===== config.mk =====
export PLATFORM = sky130hd
export DESIGN_NAME = core_icache
export DESIGN_NICKNAME = d
export VERILOG_FILES = /design/src/rtl/core_pkg.sv /design/src/rtl/core_icache_array.sv /design/src/rtl/core_icache.sv
export SDC_FILE = /design/constraint.sdc
export NUM_CORES = 2
export LEC_CHECK = 0
export BUFFER_PORTS_ARGS = -buffer_cell sky130_fd_sc_hd__buf_2
export CAP_MARGIN = 10
export CORE_ASPECT_RATIO = 2
export CORE_UTILIZATION = 44
export CTS_CLUSTER_DIAMETER = 50
export DETAILED_ROUTE_END_ITERATION = 8
export GPL_ROUTABILITY_DRIVEN = 0
export PLACE_DENSITY = 0.56
export SETUP_SLACK_MARGIN = 0.15
export SLEW_MARGIN = 20
export SYNTH_ARGS = -nofsm -noshare
export SYNTH_HDL_FRONTEND = slang
export SYNTH_SLANG_ARGS = --single-unit

===== constraint.sdc =====
create_clock -name i_clk -period 6 [get_ports i_clk]
set_input_delay 0.9 -clock i_clk [delete_from_list [all_inputs] [get_ports i_clk]]
set_output_delay 0.9 -clock i_clk [all_outputs]
set_load 0.01 [all_outputs]

===== src/rtl/core_pkg.sv =====
// Shared core types: s1 fetch interface, read-only LIMP port and icache FSM states.
package core_pkg;

    typedef struct packed {
        logic [31:0] addr;
        logic        valid;
    } mmu_instr_req_s;

    typedef struct packed {
        logic [31:0] instr;
        logic        ready;
        logic        illegal;
    } mmu_instr_rsp_s;

    typedef struct packed {
        logic        valid;
        logic [31:0] addr;
    } limp_rd_req_s;

    typedef struct packed {
        logic        ready;
        logic [31:0] rdata;
        logic        illegal;
    } limp_rd_rsp_s;

    typedef enum logic [1:0] {
        IDLE,
        REFILL,
        FAULT
    } icache_state_e;

endpackage


===== src/rtl/core_icache_array.sv =====
// Valid/tag/data storage for the direct-mapped icache: combinational lookup,
// synchronous word/tag write and line or whole-cache invalidation.
module core_icache_array #(
    parameter  int NUM_LINES  = 16,
    parameter  int LINE_WORDS = 4,
    parameter  int TAG_BITS   = 24,
    localparam int LINE_BITS  = $clog2(NUM_LINES),
    localparam int WORD_BITS  = $clog2(LINE_WORDS)
) (
    input  logic                 i_clk,
    input  logic                 i_rst,
    input  logic [LINE_BITS-1:0] i_rd_line,
    input  logic [WORD_BITS-1:0] i_rd_word,
    input  logic [TAG_BITS-1:0]  i_rd_tag,
    output logic                 o_hit,
    output logic [31:0]          o_rd_data,
    input  logic                 i_inval_all,
    input  logic                 i_inval_line_en,
    input  logic                 i_wr_en,
    input  logic [LINE_BITS-1:0] i_wr_line,
    input  logic [WORD_BITS-1:0] i_wr_word,
    input  logic [31:0]          i_wr_data,
    input  logic                 i_tag_we,
    input  logic [TAG_BITS-1:0]  i_tag,
    input  logic                 i_tag_valid
);

    logic [NUM_LINES-1:0] valid;
    logic [TAG_BITS-1:0]  tag_mem  [NUM_LINES];
    logic [31:0]          data_mem [NUM_LINES][LINE_WORDS];

    assign o_hit     = valid[i_rd_line] && (tag_mem[i_rd_line] == i_rd_tag);
    assign o_rd_data = data_mem[i_rd_line][i_rd_word];

    // NOTE: sequential state uses non-blocking assignments so every flop samples pre-edge values.
    always_ff @(posedge i_clk or posedge i_rst) begin
        if (i_rst) begin
            valid <= '0;
        end else if (i_inval_all) begin
            valid <= '0;
        end else begin
            if (i_inval_line_en) valid[i_rd_line] <= 1'b0;
            if (i_tag_we)        valid[i_wr_line] <= i_tag_valid;
        end
    end

    // NOTE: tag/data flops have no reset; the valid bits alone decide whether their contents are used.
    always_ff @(posedge i_clk) begin
        if (i_wr_en)  data_mem[i_wr_line][i_wr_word] <= i_wr_data;
        if (i_tag_we) tag_mem[i_wr_line] <= i_tag;
    end

endmodule


===== src/rtl/core_icache.sv =====
// Direct-mapped read-only instruction cache between s1 and the memory arbiter;
// misses refill one word per beat over a LIMP read port, FENCE.I flushes all lines.
module core_icache
    import core_pkg::*;
#(
    parameter int NUM_LINES  = 16,
    parameter int LINE_WORDS = 4
) (
    input  logic           i_clk,
    input  logic           i_rst,
    input  mmu_instr_req_s i_instr_req,
    output mmu_instr_rsp_s o_instr_rsp,
    input  logic           i_flush,
    output logic           o_limp_valid,
    output logic [31:0]    o_limp_addr,
    input  logic           i_limp_ready,
    input  logic [31:0]    i_limp_rdata,
    input  logic           i_limp_illegal
);

    localparam int WORD_BITS = $clog2(LINE_WORDS);
    localparam int LINE_BITS = $clog2(NUM_LINES);
    localparam int OFF_BITS  = 2 + WORD_BITS;
    localparam int TAG_LO    = OFF_BITS + LINE_BITS;
    localparam int TAG_BITS  = 32 - TAG_LO;

    icache_state_e        state;
    mmu_instr_rsp_s       rsp_q;
    limp_rd_req_s         limp_q;
    limp_rd_rsp_s         limp_rsp;
    logic [WORD_BITS-1:0] beat_cnt;
    logic                 flush_pending;
    logic [LINE_BITS-1:0] fill_line;
    logic [TAG_BITS-1:0]  fill_tag;

    logic [WORD_BITS-1:0] req_word;
    logic [LINE_BITS-1:0] req_line;
    logic [TAG_BITS-1:0]  req_tag;
    logic                 misaligned;
    logic                 flush_now;
    logic                 hit;
    logic [31:0]          rd_data;
    logic                 lookup_miss;
    logic                 beat_ok;
    logic                 last_beat;
    logic                 fault_match;

    assign limp_rsp   = '{ready: i_limp_ready, rdata: i_limp_rdata, illegal: i_limp_illegal};
    assign req_word   = i_instr_req.addr[OFF_BITS-1:2];
    assign req_line   = i_instr_req.addr[TAG_LO-1:OFF_BITS];
    assign req_tag    = i_instr_req.addr[31:TAG_LO];
    assign misaligned = i_instr_req.addr[1:0] != 2'b00;

    assign flush_now   = (state == IDLE) && (i_flush || flush_pending);
    assign lookup_miss = (state == IDLE) && !flush_now && i_instr_req.valid && !misaligned && !hit;
    assign beat_ok     = (state == REFILL) && limp_rsp.ready && !limp_rsp.illegal;
    assign last_beat   = beat_ok && (&beat_cnt);
    // Only a request to the block whose refill faulted gets the illegal response.
    assign fault_match = i_instr_req.valid && (i_instr_req.addr[31:OFF_BITS] == {fill_tag, fill_line});

    core_icache_array #(
        .NUM_LINES  (NUM_LINES),
        .LINE_WORDS (LINE_WORDS),
        .TAG_BITS   (TAG_BITS)
    ) u_array (
        .i_clk           (i_clk),
        .i_rst           (i_rst),
        .i_rd_line       (req_line),
        .i_rd_word       (req_word),
        .i_rd_tag        (req_tag),
        .o_hit           (hit),
        .o_rd_data       (rd_data),
        .i_inval_all     (flush_now),
        .i_inval_line_en (lookup_miss),
        .i_wr_en         (beat_ok),
        .i_wr_line       (fill_line),
        .i_wr_word       (beat_cnt),
        .i_wr_data       (limp_rsp.rdata),
        .i_tag_we        (last_beat),
        .i_tag           (fill_tag),
        .i_tag_valid     (!flush_pending)
    );

    always_ff @(posedge i_clk or posedge i_rst) begin
        if (i_rst) begin
            state         <= IDLE;
            rsp_q         <= '0;
            limp_q        <= '0;
            beat_cnt      <= '0;
            flush_pending <= 1'b0;
            fill_line     <= '0;
            fill_tag      <= '0;
        end else begin
            rsp_q <= '0;
            case (state)
                IDLE: begin
                    if (i_flush || flush_pending) begin
                        flush_pending <= 1'b0;
                    end else if (i_instr_req.valid && misaligned) begin
                        rsp_q <= '{instr: 32'd0, ready: 1'b1, illegal: 1'b1};
                    end else if (i_instr_req.valid && hit) begin
                        rsp_q <= '{instr: rd_data, ready: 1'b1, illegal: 1'b0};
                    end else if (i_instr_req.valid) begin
                        fill_line <= req_line;
                        fill_tag  <= req_tag;
                        beat_cnt  <= '0;
                        limp_q    <= '{valid: 1'b1,
                                       addr:  {i_instr_req.addr[31:OFF_BITS], {OFF_BITS{1'b0}}}};
                        state     <= REFILL;
                    end
                end
                REFILL: begin
                    if (i_flush) flush_pending <= 1'b1;
                    if (limp_rsp.ready) begin
                        if (limp_rsp.illegal) begin
                            limp_q   <= '0;
                            beat_cnt <= '0;
                            state    <= FAULT;
                        end else if (&beat_cnt) begin
                            limp_q   <= '0;
                            beat_cnt <= '0;
                            state    <= IDLE;
                        end else begin
                            beat_cnt    <= beat_cnt + 1'b1;
                            limp_q.addr <= limp_q.addr + 32'd4;
                        end
                    end
                end
                FAULT: begin
                    if (i_flush) flush_pending <= 1'b1;
                    if (fault_match) rsp_q <= '{instr: 32'd0, ready: 1'b1, illegal: 1'b1};
                    state <= IDLE;
                end
                default: state <= IDLE;
            endcase
        end
    end

    assign o_instr_rsp  = rsp_q;
    assign o_limp_valid = limp_q.valid;
    assign o_limp_addr  = limp_q.addr;

endmodule


==> run metrics <==
Root Driver clkbuf_16; post-synth top area cell edfxtp_1; DP HPWL 161000 µm; RSZ-0062 raised after global routing false; synthesized cell area 98900 µm²; EDFF count, synth 2432; area grow syn2layout 12.6%; worst skew pair latency 0.89 ns; Critical Path Start Type input pin; P_sw 8950 µW; Max Cap Viol 0; row cnt 245; drt drc 0; post-route setup TNS 0 ns; Clock Tree Buf Depth 4; Die Y-Extent 672 µm; CTS H-tree depth 4; FFs w/ async S/R, synth 0.0448; Worst R2R Setup Slack 1.84 ns; multi-input logic area 22200 µm²; Critical Path Sink Type register; Crit Reg-Reg Endpoint u_array.tag_mem[13][5]; Final ANT Viol Nets 0; Comb pwr share 0.080; status completed; switching share of power 0.236; 1st-pass router iterations 7; commonest non-fill, non-tap cell in the layout edfxtp_1; CTS Sinks 2546; Top FF cell, synth edfxtp_1; vias in the first global route 49.2k; largest cells by area after synthesis edfxtp_1 (74%), mux4_2 (17%), dfrtp_1 (2.9%); Net count, final 4666; FF+latch count, synth 2546; TritonCTS clock tree yes; sequential area share after synthesis 0.768; CTS buffer count 220; Mapped Cells 4303; fmax 223 MHz; Tcrit/Tclk final 0.746; area of the core 223000 µm²; most frequent cells in the layout edfxtp_1 (2432), mux4_2 (740), clkbuf_16 (224); warnings from Yosys 0; Vias 46.8k; DP Area 104000 µm²; routed vias/inst 6.06; global-route wire length before repair 386000 µm; Top Ports 137; Worst Reg-to-Reg Cells 9; Worst Skew 0.0685 ns; Critical Path AT 5.21 ns; Pwr Density 341 nW/µm²; post_cts resized 0; DR iter-0 viols 4622; Initial Utilization 0.444; Critical-path top delay cell or4_1; CP peak stage delay 0.69 ns; final wirelength 276000 µm; initial antenna violation count 10; layout cells sized above 1 0.310; WP data required 6.73 ns; DIE AREA 227000 µm²; Tot GR Track Use 0.247; Sequential cell area 75900 µm²; fin area 111000 µm²; P_leak 0.0350 µW; # hold bufs at CTS 0; post-CTS setup buffer count 0; CP Class in -> reg; fillcell total 17.7k; Buffers on Ports 134; final hold vios 0; worst-path cell chain buf_8, buf_4, mux4_2, mux2i_1, o2111ai_1, o21ai_0, buf_4, nand4bb_1, or4_1, nand2_4, o21ai_0; die width 337 µm; worst reg2reg startpoint state[1]; Seq pwr share 0.548; Max Slew Vio Count 0; Max VDD drop 0.000212 V; Worst Tran Pin Value 1.16 ns; worst hold path class in -> async; Synth cell types 65; P_int 29000 µW; Post-Syn Area per Cell 23.0 µm²; power share of the clock group 0.373; WL/cell 35.8 µm; Overflow after GRT 0; crit path time final 4.48 ns; Clock transition at path regs 0.07 ns; count of final setup violators 0; Yosys top cell area share 0.739; largest net degree at the start of global routing 130; CP max FO 41; relative slew slack 0.227
## state kept, by name, indices dropped and copies added, names as in the netlist
register          count
u_array.tag_mem     384
fill_tag             24
beat_cnt              2
flush_pending         1
u_array.data_mem   2048
u_array.valid        16
o_limp_addr          30
o_instr_rsp          34
o_limp_valid          1
fill_line             4
state                 2
## stage by stage
stage,cells,hold slack (ns),setup WS (ns),power (µW),utilization
after CTS,7718,0.192,1.56,38200,0.499
after detailed placement,7328,0.518,0.641,24200,0.468
final,7723,0.171,1.52,37900,0.500
after global placement,7327,0.510,0.566,24100,0.468
after floorplan,4304,0.498,1.62,22700,-
after global routing,7721,0.235,1.42,39000,0.500
## power groups by stage
stage	Sequential (µW)	Clock [µW]	Combinational (µW)
floorplan	20900	0	1840
global placement	21100	0	2990
detailed placement	21200	0	3030
CTS	20800	14400	3030
global route	20800	14900	3210
finish	20800	14100	3020
## worst max-delay path, delay by kind of cell
kind	cells	cell delay, ns
compound gates	3	0.82
buf+inv	3	1.12
mux	2	1.06
simple gates	3	1.26
## layer usage
| layer | wire (µm) | GRT usage | up-vias |
|---|---|---|---|
| met5 | 0 | 0 | - |
| met3 | 12500 | 0.0254 | 453 |
| met2 | 155000 | 0.465 | 1587 |
| met1 | 98300 | 0.288 | 25900 |
| li1 | - | - | 18800 |
| met4 | 10500 | 0.0867 | 0 |
## how the worst max path moves through the flow
stage                         from              end  slack, ns  depth (start not counted)
global placement    i_instr_req[6]   o_limp_addr[3]       0.57                         11
global route        i_instr_req[6]      beat_cnt[1]       1.42                         11
detailed placement  i_instr_req[6]  o_limp_addr[16]       0.64                         11
floorplan           i_instr_req[5]  o_instr_rsp[10]       1.62                         12
finish              i_instr_req[6]      beat_cnt[1]       1.52                         11
CTS                 i_instr_req[6]  o_limp_addr[15]       1.56                         11
## logic make-up (layout without fill, tap and decap cells)
| kind of cell | after synthesis | in the layout | synth area share |
|---|---|---|---|
| flip-flops | 2546 | 2546 | 0.768 |
| multiplexers | 866 | 866 | 0.183 |
| AO/OA/AOI/OAI | 192 | 192 | 0.0129 |
| other | 1 | 6 | 0.0000379 |
| buffers and inverters | 268 | 719 | 0.0118 |
| adder cells (fa/ha/maj) | 9 | 9 | 0.00114 |
| AND/OR/NAND/NOR | 366 | 366 | 0.0190 |
| XOR/XNOR | 55 | 55 | 0.00487 |
## final cells by class
| type | count | area share |
|---|---|---|
| Timing Repair Buffer | 295 | 0.0214 |
| Tap cell | 2964 | 0.0333 |
| Clock inverter | 114 | 0.00925 |
| Multi-Input combinational cell | 1490 | 0.200 |
| Sequential cell | 2546 | 0.682 |
| Inverter | 34 | 0.00157 |
| Antenna cell | 4 | 0.0000899 |
| Clock buffer | 276 | 0.0532 |
## synth_stat cells, types with 20 or more instances
| library cell | number |
|---|---|
| buf_2 | 30 |
| mux2i_1 | 80 |
| buf_1 | 41 |
| dfrtp_1 | 114 |
| nor3_1 | 35 |
| a21oi_1 | 33 |
| mux2_2 | 26 |
| nand2_1 | 59 |
| mux4_2 | 740 |
| clkbuf_1 | 141 |
| nor2b_1 | 46 |
| inv_1 | 33 |
| mux2_4 | 20 |
| o21ai_0 | 37 |
| o211ai_1 | 30 |
| nor2_1 | 77 |
| nand3_1 | 70 |
| xnor2_1 | 37 |
| edfxtp_1 | 2432 |
| o22ai_1 | 22 |
(Power assumes the default switching activity.)
